$ cat src/rtl/mem_load_unit_pkg.sv
// mem_load_unit_pkg: load-type encodings, FSM states and alignment helpers for mem_load_unit.
// The REQ2/WAIT2 states exist only when MEM_LOAD_SPLIT_EN is defined.
package mem_load_unit_pkg;

  typedef enum logic [2:0] {
    LT_LB      = 3'd0,
    LT_LH      = 3'd1,
    LT_LW      = 3'd2,
    LT_LD      = 3'd3,
    LT_LBU     = 3'd4,
    LT_LHU     = 3'd5,
    LT_LWU     = 3'd6,
    LT_ILLEGAL = 3'd7
  } lt_e;

  typedef enum logic [2:0] {
    ST_IDLE,
    ST_REQ,
    ST_WAIT,
    ST_RESP
`ifdef MEM_LOAD_SPLIT_EN
    ,
    ST_REQ2,
    ST_WAIT2
`endif
  } state_e;

  // Byte-offset bits cleared to form the 8-byte-aligned memory address.
  localparam logic [2:0] ALIGN_MASK = 3'b111;

  // Access size minus one; also the offset bits that must be zero for a natural alignment.
  function automatic logic [2:0] lt_size_mask(input logic [2:0] lt);
    logic [2:0] m;
    m = 3'b000;
    case (lt)
      LT_LH, LT_LHU: m = 3'b001;
      LT_LW, LT_LWU: m = 3'b011;
      LT_LD:         m = 3'b111;
      default:       m = 3'b000;
    endcase
    return m;
  endfunction

endpackage

$ cat src/rtl/mem_load_unit_extract.sv
// load_extract: selects the addressed lane of a 64-bit word and sign/zero-extends it by load type.
// Purely combinational so it can be shared with other read paths.
module load_extract
  import mem_load_unit_pkg::*;
(
  input  logic [63:0] data,
  input  logic [2:0]  offset,
  input  logic [2:0]  ltype,
  output logic [63:0] result
);

  logic [63:0] lane;

  always_comb begin
    lane = data >> {offset, 3'b000};
    case (ltype)
      LT_LB:   result = {{56{lane[7]}}, lane[7:0]};
      LT_LBU:  result = {56'd0, lane[7:0]};
      LT_LH:   result = {{48{lane[15]}}, lane[15:0]};
      LT_LHU:  result = {48'd0, lane[15:0]};
      LT_LW:   result = {{32{lane[31]}}, lane[31:0]};
      LT_LWU:  result = {32'd0, lane[31:0]};
      LT_LD:   result = lane;
      default: result = '0;
    endcase
  end

endmodule

$ cat src/rtl/mem_load_unit.sv
// mem_load_unit: single-outstanding blocking load path EX -> aligned 64-bit memory read -> WB.
// Define MEM_LOAD_SPLIT_EN to accept misaligned loads (two reads when a load crosses 8 bytes).
module mem_load_unit
  import mem_load_unit_pkg::*;
#(
  parameter int ADDR_W         = 64,
  parameter int DATA_W         = 64,
  parameter int REG_ADDR_WIDTH = 5,
  parameter int TIMEOUT_CYC    = 255
) (
  input  logic                      clk,
  input  logic                      rst,
  input  logic                      in_valid,
  output logic                      in_ready,
  input  logic [ADDR_W-1:0]         in_addr,
  input  logic [2:0]                in_ltype,
  input  logic [REG_ADDR_WIDTH-1:0] in_rd,
  output logic                      mem_req_valid,
  input  logic                      mem_req_ready,
  output logic [ADDR_W-1:0]         mem_req_addr,
  input  logic                      mem_resp_valid,
  input  logic [DATA_W-1:0]         mem_resp_data,
  output logic                      out_valid,
  input  logic                      out_ready,
  output logic [REG_ADDR_WIDTH-1:0] out_rd,
  output logic [63:0]               out_data,
  output logic                      out_err
);

  localparam logic [15:0] TO_LAST = 16'(TIMEOUT_CYC - 1);

  state_e      state;
  lt_e         lt_q;
  logic [2:0]  off_q;
  logic [15:0] cnt;
  logic        reject;
  logic [63:0] ext_data;
  logic [63:0] ext_res;
  logic [2:0]  ext_off;

`ifdef MEM_LOAD_SPLIT_EN
  logic [63:0] lo_q;
  logic [3:0]  span;
  logic        cross;

  assign span   = {1'b0, off_q} + {1'b0, lt_size_mask(lt_q)};
  assign cross  = span[3];
  assign reject = (in_ltype == LT_ILLEGAL);

  // Second beat: pre-shift the {hi,lo} pair so the extractor works at offset 0.
  always_comb begin
    ext_data = mem_resp_data;
    ext_off  = off_q;
    if (state == ST_WAIT2) begin
      ext_data = 64'({mem_resp_data, lo_q} >> {off_q, 3'b000});
      ext_off  = 3'b000;
    end
  end
`else
  assign reject   = (in_ltype == LT_ILLEGAL) ||
                    ((in_addr[2:0] & lt_size_mask(in_ltype)) != 3'b000);
  assign ext_data = mem_resp_data;
  assign ext_off  = off_q;
`endif

  load_extract u_extract (
    .data   (ext_data),
    .offset (ext_off),
    .ltype  (lt_q),
    .result (ext_res)
  );

  always_ff @(posedge clk) begin
    if (rst) begin
      state         <= ST_IDLE;
      lt_q          <= LT_LB;
      off_q         <= '0;
      cnt           <= '0;
      in_ready      <= 1'b1;
      mem_req_valid <= 1'b0;
      mem_req_addr  <= '0;
      out_valid     <= 1'b0;
      out_rd        <= '0;
      out_data      <= '0;
      out_err       <= 1'b0;
    end else begin
      case (state)
        ST_IDLE: begin
          if (in_valid && in_ready) begin
            lt_q     <= lt_e'(in_ltype);
            off_q    <= in_addr[2:0];
            out_rd   <= in_rd;
            in_ready <= 1'b0;
            if (reject) begin
              state     <= ST_RESP;
              out_valid <= 1'b1;
              out_err   <= 1'b1;
              out_data  <= '0;
            end else begin
              state         <= ST_REQ;
              mem_req_valid <= 1'b1;
              mem_req_addr  <= in_addr & ~ADDR_W'(ALIGN_MASK);
            end
          end
        end
        ST_REQ: begin
          if (mem_req_ready) begin
            mem_req_valid <= 1'b0;
            cnt           <= '0;
            state         <= ST_WAIT;
          end
        end
`ifdef MEM_LOAD_SPLIT_EN
        ST_REQ2: begin
          if (mem_req_ready) begin
            mem_req_valid <= 1'b0;
            cnt           <= '0;
            state         <= ST_WAIT2;
          end
        end
`endif
        ST_WAIT
`ifdef MEM_LOAD_SPLIT_EN
        , ST_WAIT2
`endif
        : begin
          cnt <= cnt + 16'd1;
          if (mem_resp_valid) begin
            state     <= ST_RESP;
            out_valid <= 1'b1;
            out_err   <= 1'b0;
            out_data  <= ext_res;
`ifdef MEM_LOAD_SPLIT_EN
            // Crossing load: later assignments override the completion above and fetch the high word.
            if (state == ST_WAIT && cross) begin
              state         <= ST_REQ2;
              out_valid     <= 1'b0;
              lo_q          <= mem_resp_data;
              mem_req_valid <= 1'b1;
              mem_req_addr  <= mem_req_addr + ADDR_W'(8);
            end
`endif
          end else if (cnt == TO_LAST) begin
            state     <= ST_RESP;
            out_valid <= 1'b1;
            out_err   <= 1'b1;
            out_data  <= '0;
          end
        end
        ST_RESP: begin
          if (out_ready) begin
            out_valid <= 1'b0;
            in_ready  <= 1'b1;
            state     <= ST_IDLE;
          end
        end
        default: state <= ST_IDLE;
      endcase
    end
  end

endmodule

$ cat config.mk
export PLATFORM = sky130hd
export DESIGN_NAME = mem_load_unit
export DESIGN_NICKNAME = d
export VERILOG_FILES = /design/src/rtl/mem_load_unit_pkg.sv /design/src/rtl/mem_load_unit_extract.sv /design/src/rtl/mem_load_unit.sv
export SDC_FILE = /design/constraint.sdc
export NUM_CORES = 1
export LEC_CHECK = 0
export ABC_AREA = 1
export BUFFER_PORTS_ARGS = -buffer_cell sky130_fd_sc_hd__buf_2
export CORE_ASPECT_RATIO = 1.25
export CORE_UTILIZATION = 56
export CTS_CLUSTER_DIAMETER = 30
export CTS_CLUSTER_SIZE = 16
export DETAILED_ROUTE_END_ITERATION = 10
export GPL_ROUTABILITY_DRIVEN = 1
export PLACE_DENSITY = 0.86
export SLEW_MARGIN = 20
export SYNTH_ARGS = -nofsm -noshare
export SYNTH_HDL_FRONTEND = slang
export SYNTH_HIERARCHICAL = 1
export SYNTH_SLANG_ARGS = --single-unit
$ cat constraint.sdc
create_clock -name clk -period 5.6 [get_ports clk]
set_clock_uncertainty 0.15 [all_clocks]
set_input_delay 1.12 -clock clk [delete_from_list [all_inputs] [get_ports clk]]
set_output_delay 1.12 -clock clk [all_outputs]
set_load 0.005 [all_outputs]
==> metrics.md <==
| Metric | Value |
|---|---|
| Status | `finished clean` |
| Max Cap Viol | `0` |
| Tot GR Track Use | `0.321` |
| Crit path time final | `3.48 ns` |
| Fin worst setup slack | `2.12 ns` |
| Synth unique cells | `33` |
| Mapped cell area | `roughly 0.0091 mm2` |
| IO buf count | `275` |
| Core Rows | `just over 50` |
| Die Height | `145 um` |
| Layout Nets | `1,856` |
| Clk slew on worst S/H paths | `0.07 ns` |
| DR pass1 iterations | `6` |
| Clock H-tree levels | `4` |
| Vias per Instance | `roughly 5.4` |
| Grt ovf | `0` |
| Via count | `10,433` |
| CP cell instances | `buf_4 -> inv_2 -> nand3_2 -> nand3_2 -> nand2_2 -> nand2_4 -> nand2_1 -> inv_2 -> nand2_1 -> nand2_1 -> nor2_1 -> nand3_1 -> a21oi_1` |
| Initial DRC Count | `799` |
| Yosys synthesis warning count | `6` |
| Worst path slowest cell | `inv_2` |
| EDFF count, synth | `0` |
| Die area | `0.0168 mm2` |
| Worst Setup SP | `ext_off[1]$_SDFFE_PP0P_` |
| Crit path buf inv count | `3` |
| Placer Congestion | `just under 1` |
| DRT Wirelength | `28,300 um` |
| Share of cells above drive strength 1 | `0.209` |
| PD cells | `495 mW/mm2` |
| Setup CP Type | `register to register` |
| Area of placed instances | `a little over 0.01 mm2` |
| Global-route wire length before repair | `between 40,000 and 50,000 um` |
| Hpwl dp | `approximately 21,000 um` |
| Hold WC Path Type | `register to register` |
| Largest net degree at the start of global routing | `69` |
| Worst EP arrival | `3.61 ns` |
| Syn_area_per_cell | `a little over 6 um2` |
| Pins Over Slew Limit | `0` |
| Largest area contributor in the netlist | `dfxtp_1` |
| CTS hold repair buffers | `0` |
| Post-CTS Setup Bufs | `0` |
| CTS Buf Count | `17` |
| Post-layout util | `0.691` |
| Period utilisation layout | `0.622` |
| Synth Register Bits | `158` |
| Startpoint Class | `register` |
| Wire per inst | `around 15 um` |
| Core footprint | `0.0158 mm2` |
| Met1 usage | `0.371` |
| Leakage | `5.48 nW` |
| Slowest stage delay, CP | `0.74 ns` |
| Worst r2r src | `ext_off[1]$_SDFFE_PP0P_` |
| Min-delay src | `out_data[18]$_SDFFE_PP0P_` |
| Maximum clock path buffer count | `2` |
| Worst-margin pin slew | `0.993 ns` |
| Fin Setup TNS | `0 ns` |
| Initial Utilization | `0.579` |
| Die X | `116 um` |
| Layer with the highest usage | `met2` |
| Family with the most delay on the worst path | `buffers and inverters` |
| Most used cell, CP | `nand2_1` |
| Post-route ant nets | `0` |
| Syn Inst Count | `roughly 1,500` |
| Met3 usage | `0.0516` |
| CTS resizes | `0` |
| Sequential element share of the synthesized area | `0.347` |
| RSZ-0062 raised after global routing | `no` |
| Ports | `279` |
| Area grow syn2layout | `19.4%` |
| Achievable frequency | `around 290 MHz` |
| CP required | `5.72 ns` |
| Worst Path Max Fanout | `62` |
| CTS tree | `done` |
| Asr flop ratio synth | `0` |
| Clock Tree Root | `clkbuf_16` |
| Met2 GRT Util | `0.576` |
| Yosys top cell area share | `0.347` |
| Most common cell after layout, fill and taps aside | `nand2_1` |
| DRC viols | `0` |
| Synth Flop Type | `dfxtp_1` |
| Worst slew margin | `0.337` |
| Final instance area | `between 0.01 and 0.015 mm2` |
| Area contributors post-synth | `dfxtp_1, nand2_1, nor2_1` |
| Hold Vio Cnt, Final | `0` |
| Most frequent cells in the layout | `nand2_1, nor2_1, buf_2` |
| Final setup fails | `0` |
| Max IR drop VDD | `0.320 mV` |
| Clk_lat worst skew | `0.42 ns` |
| DP Worst Slack | `1.90 ns` |
| Initial antenna violation count | `0` |
| Clk sinks | `158` |
| Diode count | `0` |
| Critical path capture point type | `register` |
| Final Hold Slack | `0.316 ns` |
| Vias in the first global route | `8,758` |
==> stage by stage <==
step / total power [mW] / std cells
3_5_place_dp: 4.22 / 1900
6_report: 5.40 / 1932
2_1_floorplan: 3.56 / 1510
4_1_cts: 5.37 / 1932
5_1_grt: 5.81 / 1932
3_3_place_gp: 4.17 / 1900
==> report_power, final <==
group	internal, mW	leakage (nW)	total, mW	switching, mW
clock network	0.602	0.288	1.15	0.549
logic	0.874	3.90	2.75	1.87
registers	1.37	1.29	1.50	0.131
total	2.84	5.48	5.40	2.55
==> registers in the layout, indices dropped and copies added (netlist names) <==
register / cells
cnt: 16
ext_off: 3
in_ready: 1
lt_q: 3
mem_req_addr: 61
mem_req_valid: 1
out_data: 64
out_err: 1
out_rd: 5
out_valid: 1
state: 2
==> final timing paths <==
path / to / slack, ns / cells after the start
worst max-delay path: out_data[25]$_SDFFE_PP0P_ / 2.12 / 13
worst min-delay path: out_data[18]$_SDFFE_PP0P_ / 0.32 / 2
worst max register to register: out_data[25]$_SDFFE_PP0P_ / 2.12 / 13
worst min register to register: out_data[18]$_SDFFE_PP0P_ / 0.32 / 2
==> cells in the mapped netlist, types with 3 or more instances <==
cell type,n
nand2_1,434
nor2_1,278
dfxtp_1,158
o21ai_0,138
nand3_1,132
inv_1,91
a21oi_1,85
clkbuf_1,45
buf_2,40
buf_6,12
nand2_2,12
o211ai_1,9
buf_4,8
inv_2,8
ha_1,7
nor3_1,7
nand3_2,6
or2_2,6
and2_1,5
o21ai_1,5
o21bai_1,5
buf_1,3
nand4_1,3
==> logic make-up (layout without fill, tap and decap cells) <==
| family | Yosys count | count (layout) | synth area share |
|---|---|---|---|
| DFF | 158 | 158 | 0.347 |
| buffers and inverters | 209 | 419 | 0.106 |
| and+or+nand+nor | 887 | 887 | 0.397 |
| other | 1 | 3 | 0.000411 |
| adders and majority gates | 7 | 7 | 0.00960 |
| AOI/OAI and AO/OA | 246 | 246 | 0.140 |
==> metal layers <==
metal  up-vias  share of wire
li1       5167              -
met1      4681           0.39
met2       506           0.50
met3        79          0.072
met4         0          0.043
met5         -              0
==> tightest hold or removal path, cell delays in order, from the launching register on <==
cell	delay [ns]
dfxtp_1	0.31
nand2_1	0.06
a21oi_1	0.05
==> layout make-up <==
class / instances / area, um2
Multi-Input combinational cell: 1143 / 5030
Clock inverter: 15 / 168
Inverter: 100 / 375
Clock buffer: 17 / 425
Sequential cell: 158 / 3160
Tap cell: 212 / 265
Fill cell: 1464 / 4860
Timing Repair Buffer: 287 / 1470
(Power assumes the default switching activity.)
